File: src/rtl/pc_sequencer_if.sv
// pc_sequencer_if: control/status bundle between the instruction pipeline and
// the program-counter sequencer.
//   enable    - advance the sequencer (low = stall)
//   is_branch - conditional jump in EXECUTE
//   jump      - branch-taken decision from the compare stage
//   is_call   - unconditional call
//   is_ret    - return
//   target    - absolute branch/call destination
//   pc        - address of the instruction being fetched/executed
//   fetch     - instruction memory read strobe (high in FETCH)
//   taken     - one-cycle pulse after a redirect
//   stack_err - sticky return-stack overflow/underflow flag
interface pc_sequencer_if;
  localparam int unsigned PC_W = 16;

  logic            enable;
  logic            is_branch;
  logic            jump;
  logic            is_call;
  logic            is_ret;
  logic [PC_W-1:0] target;
  logic [PC_W-1:0] pc;
  logic            fetch;
  logic            taken;
  logic            stack_err;

  // Pipeline side drives control, reads status.
  modport master (
    output enable, is_branch, jump, is_call, is_ret, target,
    input  pc, fetch, taken, stack_err
  );

  // Sequencer side.
  modport slave (
    input  enable, is_branch, jump, is_call, is_ret, target,
    output pc, fetch, taken, stack_err
  );
endinterface

File: src/rtl/pc_sequencer.sv
// pc_sequencer: two-state (FETCH/EXECUTE) program-counter sequencer with
// conditional branch, call and return support.
//   clk   - rising-edge clock
//   reset - synchronous, active-high reset (highest priority)
//   bus   - pc_sequencer_if.slave: control inputs and pc/fetch/taken/stack_err
// Parameters: RESET_PC (pc after reset), STACK_DEPTH (return-stack entries,
// power of two, 2..16).
// Optional feature macro RET_STACK_EN: when defined, calls push a return
// address and returns pop it, with a sticky overflow/underflow flag. When
// undefined there is no stack: a call is a plain jump, a return is a normal
// pc+1 step and stack_err is tied low.
module pc_sequencer #(
  parameter logic [15:0] RESET_PC    = 16'h0000,
  parameter int unsigned STACK_DEPTH = 4
) (
  input logic           clk,
  input logic           reset,
  pc_sequencer_if.slave bus
);
  localparam int unsigned PC_W = 16;

  // Elaboration-time guard on the stack geometry.
  if (STACK_DEPTH < 2 || STACK_DEPTH > 16 ||
      (STACK_DEPTH & (STACK_DEPTH - 1)) != 0) begin : g_bad_depth
    $error("pc_sequencer: STACK_DEPTH must be a power of two in 2..16");
  end

  typedef enum logic {
    ST_FETCH = 1'b0,
    ST_EXEC  = 1'b1
  } state_e;

  state_e          state_q, state_d;
  logic [PC_W-1:0] pc_q, pc_d;
  logic            taken_q, taken_d;
  logic [PC_W-1:0] pc_inc;

`ifdef RET_STACK_EN
  // sp counts valid entries, so it needs one bit more than the index.
  localparam int unsigned IDX_W = $clog2(STACK_DEPTH);
  localparam int unsigned SP_W  = IDX_W + 1;

  logic [PC_W-1:0] stack_q [STACK_DEPTH];
  logic [SP_W-1:0] sp_q, sp_d;
  logic            err_q, err_d;
  logic            do_push;
  logic [IDX_W-1:0] top_idx;

  assign top_idx = IDX_W'(sp_q - SP_W'(1));
`endif

  // Return address and fall-through both wrap naturally at 16 bits.
  assign pc_inc = pc_q + 16'd1;

  // Next-state and redirect selection.
  always_comb begin
    state_d = state_q;
    pc_d    = pc_q;
    taken_d = 1'b0;
`ifdef RET_STACK_EN
    sp_d    = sp_q;
    err_d   = err_q;
    do_push = 1'b0;
`endif
    if (bus.enable) begin
      case (state_q)
        ST_FETCH: state_d = ST_EXEC;
        ST_EXEC: begin
          state_d = ST_FETCH;
`ifdef RET_STACK_EN
          if (bus.is_ret) begin
            if (sp_q != '0) begin
              pc_d    = stack_q[top_idx];
              sp_d    = sp_q - SP_W'(1);
              taken_d = 1'b1;
            end else begin
              // Underflow: not a redirect, just fall through.
              pc_d  = pc_inc;
              err_d = 1'b1;
            end
          end else if (bus.is_call) begin
            if (sp_q != SP_W'(STACK_DEPTH)) begin
              do_push = 1'b1;
              sp_d    = sp_q + SP_W'(1);
            end else begin
              // Overflow: the jump still happens, the return address is lost.
              err_d = 1'b1;
            end
            pc_d    = bus.target;
            taken_d = 1'b1;
          end else if (bus.is_branch && bus.jump) begin
            pc_d    = bus.target;
            taken_d = 1'b1;
          end else begin
            pc_d = pc_inc;
          end
`else
          if (bus.is_ret) begin
            pc_d = pc_inc;
          end else if (bus.is_call || (bus.is_branch && bus.jump)) begin
            pc_d    = bus.target;
            taken_d = 1'b1;
          end else begin
            pc_d = pc_inc;
          end
`endif
        end
        default: state_d = ST_FETCH;
      endcase
    end
  end

  // Architectural state.
  always_ff @(posedge clk) begin
    if (reset) begin
      state_q <= ST_FETCH;
      pc_q    <= RESET_PC;
      taken_q <= 1'b0;
`ifdef RET_STACK_EN
      sp_q    <= '0;
      err_q   <= 1'b0;
`endif
    end else begin
      state_q <= state_d;
      pc_q    <= pc_d;
      taken_q <= taken_d;
`ifdef RET_STACK_EN
      sp_q    <= sp_d;
      err_q   <= err_d;
`endif
    end
  end

`ifdef RET_STACK_EN
  // Stack storage; emptiness is tracked by sp_q alone, so no reset needed.
  always_ff @(posedge clk) begin
    if (!reset && do_push) begin
      stack_q[IDX_W'(sp_q)] <= pc_inc;
    end
  end

  assign bus.stack_err = err_q;
`else
  assign bus.stack_err = 1'b0;
`endif

  assign bus.pc    = pc_q;
  assign bus.fetch = (state_q == ST_FETCH);
  assign bus.taken = taken_q;
endmodule
File: src/flat_wrapper.sv
// flat-port wrapper written by rule: the top's interface ports become plain ports
module pc_sequencer_flat 
#(
  parameter logic [15:0] RESET_PC    = 16'h0000,
  parameter int unsigned STACK_DEPTH = 4
)
  (clk, reset, bus_enable, bus_is_branch, bus_jump, bus_is_call, bus_is_ret, bus_target, bus_pc, bus_fetch, bus_taken, bus_stack_err);
  pc_sequencer_if bus_i ();
  input logic clk;
  input logic reset;
  input wire logic [$bits(bus_i.enable)-1:0] bus_enable;
  input wire logic [$bits(bus_i.is_branch)-1:0] bus_is_branch;
  input wire logic [$bits(bus_i.jump)-1:0] bus_jump;
  input wire logic [$bits(bus_i.is_call)-1:0] bus_is_call;
  input wire logic [$bits(bus_i.is_ret)-1:0] bus_is_ret;
  input wire logic [$bits(bus_i.target)-1:0] bus_target;
  output wire logic [$bits(bus_i.pc)-1:0] bus_pc;
  output wire logic [$bits(bus_i.fetch)-1:0] bus_fetch;
  output wire logic [$bits(bus_i.taken)-1:0] bus_taken;
  output wire logic [$bits(bus_i.stack_err)-1:0] bus_stack_err;
  assign bus_i.enable = bus_enable;
  assign bus_i.is_branch = bus_is_branch;
  assign bus_i.jump = bus_jump;
  assign bus_i.is_call = bus_is_call;
  assign bus_i.is_ret = bus_is_ret;
  assign bus_i.target = bus_target;
  assign bus_pc = bus_i.pc;
  assign bus_fetch = bus_i.fetch;
  assign bus_taken = bus_i.taken;
  assign bus_stack_err = bus_i.stack_err;
  pc_sequencer #(.RESET_PC(RESET_PC), .STACK_DEPTH(STACK_DEPTH)) u_core (.clk(clk), .reset(reset), .bus(bus_i));
endmodule
File: config.mk
export PLATFORM = sky130hd
export DESIGN_NAME = pc_sequencer_flat
export DESIGN_NICKNAME = d
export VERILOG_FILES = /design/src/rtl/pc_sequencer_if.sv /design/src/rtl/pc_sequencer.sv /design/src/flat_wrapper.sv
export SDC_FILE = /design/constraint.sdc
export NUM_CORES = 1
export LEC_CHECK = 0
export BUFFER_PORTS_ARGS = -buffer_cell sky130_fd_sc_hd__clkbuf_2
export CAP_MARGIN = 40
export CORE_MARGIN = 5
export CORE_UTILIZATION = 45
export CTS_BUF_LIST = sky130_fd_sc_hd__clkbuf_4
export DETAILED_ROUTE_END_ITERATION = 10
export GPL_TIMING_DRIVEN = 1
export PLACE_DENSITY = 0.76
export SLEW_MARGIN = 20
export SYNTH_ARGS = -nofsm -noshare
export SYNTH_HDL_FRONTEND = slang
export SYNTH_SLANG_ARGS = --single-unit
File: constraint.sdc
create_clock -name clk -period 2 [get_ports clk]
set_clock_uncertainty 0.2 [all_clocks]
set_input_delay 0.1 -clock clk [delete_from_list [all_inputs] [get_ports clk]]
set_output_delay 0.1 -clock clk [all_outputs]
set_load 0.02 [all_outputs]
==> results.ini <==
[power]
p_sw_uw=222
p_int_uw=522
pwr-share-comb=0.230
p_clk_frac=0.257
finalPower_uw=744
switching_share=0.298
ir_drop_mv=0.438
pwr-share-seq=0.513
cellPowerDensity_nw_per_um2=467
leakagePower_nw=0.667

[routing]
dr.pass1.iters=4
postRouteAntennaNets=0
via_per_inst=6.00
wl_um=3610
drc=0
drtIter0Drc=64
wl_met1_um=1450
highest_layer=met4
dr_wl_met2_um=1820
wl_met3_um=250
wire_per_inst_um=15.7
num_vias=1375

[sta]
slew_violations=0
setup_viol=0
fin_crit_sh=0.972
fin_setup_tns_ns=0
hold_viol_final=0
clock.fmax_mhz=514
min_period_ns=1.94
setup_ws_ns=0.0555

[logic_synthesis]
syn_avg_cell_area_sq_um=8.07
synth_fa_ha_area_frac=0.0119
seq_area_frac_synth=0.344
syn_inst=130
synth_enable_flop_cells=0
synth_top_family_by_area=compound AO/OA/AOI/OAI gates
synth_mux_area_frac=0.0286
synth_fp_nets=154
synth_warnings=0
synth_top_area_cell=dfxtp_1
yosys.area_share.simple=0.233
ys.flop_type=dfxtp_1
synth_cell_types=33
synthTopCellsByArea=dfxtp_1 (34%), a21oi_1 (7.2%), o21ai_0 (5.3%)
ys_ff_latch=18
synthDominantCellAreaShare=0.344
synth_area_sq_um=1050
synth_compound_area_frac=0.320
async_flop_share=0
synth_xor_area_frac=0.0167

[setup_path]
path_cells=nand4_1 -> or4_1 -> or4_1 -> nand3_1
rr_startpoint=u_core.bus.pc[10]
cp_common_cell=or4_1
reg2reg_to=u_core.bus.pc[13]
critPathLaunchType=register
startpoint=u_core.bus.pc[10]
path_delay_family=simple AND/OR/NAND/NOR gates
cp_slowest_cell=or4_1
worstPathRequired_ns=2.05
crit_type=register to register
worstPathArrival_ns=2.00
slowest_delay_ns=0.56
worstRegToRegCells=4
crit_path_max_fanout=5
worstSetupEndpoint=u_core.bus.pc[13]
end_kind=register
regToRegSetupSlack_ns=0.06
path_depth=4
cp_num_buf_inv=0

[cts]
clk_latency_ns=0.30
clockBufferDepth=2
clk_pin_slew_worst_paths_ns=0.11
h-tree-depth=1
clkSinkCount=18
cts_buffers=3
cts_root_buf=clkbuf_4
cts_tree=done

[cells_and_area]
utilization=0.720
drive_gt1_frac=0.333
nets=227
antenna_cells=0
syn_to_final_growth_pct=51.9
stdcell_area_sq_um=1590

[run_status]
status=finished clean

[place]
place_ws_ns=0.0751
place.gp.congestion=0.909
dp_hpwl_um=2460
port_buffers=40
dpl_cell_area_sq_um=1360

[floorplanning]
initial_core_util=0.474
ioPinCount=42
die-area_sq_um=3400
rows=17
die_w_um=58.3
die_y_um=58.3
core_area_sq_um=2210

[grt]
grt_pass1_vias=1301
grt_max_degree=12
grt_first_pass_wirelength_um=5900
grtUsageTotal=0.223
grt_overflow_total=0
antenna_found_initial=0

[min_path]
hp-class=primary input to register
min_path_cells=4

[flow_run]
drv_cap=0

worst min-delay path, stage by stage:
cell and delay, ns:
clkbuf_2 0.12, nand3b_1 0.13, buf_4 0.17, o2bb2ai_1 0.06
layout by cell type, fill, tap and decap left out, types with 6 or more instances in the layout:
cell	instances
clkbuf_2	40
a21oi_1	15
buf_4	14
nand3_1	8
nor2_1	7
dfxtp_1	15
dlygate4sd3_1	19
o2bb2ai_1	6
nand2_1	7
o21ai_0	11
layout make-up:
type | instances | area, sq um
clock buffers | 3 | 22.5
fillers | 179 | 619
inverters | 5 | 18.8
multi-input cells | 101 | 652
flip-flops and latches | 18 | 364
well taps | 28 | 35.0
repair buffers | 74 | 500
what timing repair did:
item | in CTS | in global routing
resized for setup | 0 | 4
endpoints found under the hold margin | 18 | 0
hold buffers | 19 | 0
buffers inserted | 0 | 2
endpoints found under the setup margin | 0 | 3
power by group through the flow:
| stage | combinational [mW] | clock [mW] | sequential [mW] |
|---|---|---|---|
| 6_report | 0.171 | 0.191 | 0.382 |
| 3_5_place_dp | 0.132 | 0 | 0.390 |
| 5_1_grt | 0.186 | 0.216 | 0.384 |
| 2_1_floorplan | 0.0631 | 0 | 0.399 |
| 3_3_place_gp | 0.126 | 0 | 0.388 |
| 4_1_cts | 0.163 | 0.188 | 0.381 |
how the worst min path moves through the flow:
stage | from | slack (ns) | to
global route | bus_enable | 0.14 | u_core.bus.pc[14]
floorplan | reset | -0.03 | u_core.state_q
detailed placement | reset | 0.13 | u_core.state_q
finish | bus_enable | 0.12 | u_core.bus.pc[14]
global placement | reset | 0.11 | u_core.state_q
CTS | bus_enable | 0.14 | u_core.bus.pc[0]
kinds of logic after synthesis:
group,Yosys count
other,1
AO/OA/AOI/OAI,51
adder cells (fa/ha/maj),1
flip-flops,18
multiplexers,3
XOR/XNOR,2
buffers and inverters,11
AND/OR/NAND/NOR,43
synthesized netlist by cell type, types with 2 or more instances:
master / n
o2bb2ai_1: 6
mux2i_1: 3
nor2_1: 7
a21oi_1: 15
inv_1: 5
o21ai_0: 11
dfxtp_1: 18
a2111oi_0: 2
clkbuf_1: 5
xnor2_1: 2
nand4_1: 5
or4_1: 5
nand2_1: 8
nor4_1: 2
nand3_1: 8
a21o_1: 2
o22ai_1: 2
nor3_1: 3
a22oi_1: 5
a32oi_1: 3
sequential cells by signal, indices dropped and copies added, names as in the netlist:
name / count
u_core.bus.pc: 16
u_core.state_q: 1
u_core.bus.taken: 1
per-stage QoR:
step / std cells / hold slack, ns
finish: 229 / 0.116
global placement: 203 / 0.109
floorplan: 130 / -0.0276
global route: 229 / 0.139
CTS: 227 / 0.137
detailed placement: 205 / 0.127
per-layer routing:
| metal | vias to the layer above | track usage |
|---|---|---|
| met1 | 637 | 0.254 |
| li1 | 652 | - |
| met5 | - | 0 |
| met3 | 10 | 0.0312 |
| met2 | 76 | 0.407 |
| met4 | 0 | 0.0993 |
(Power assumes the default switching activity.)
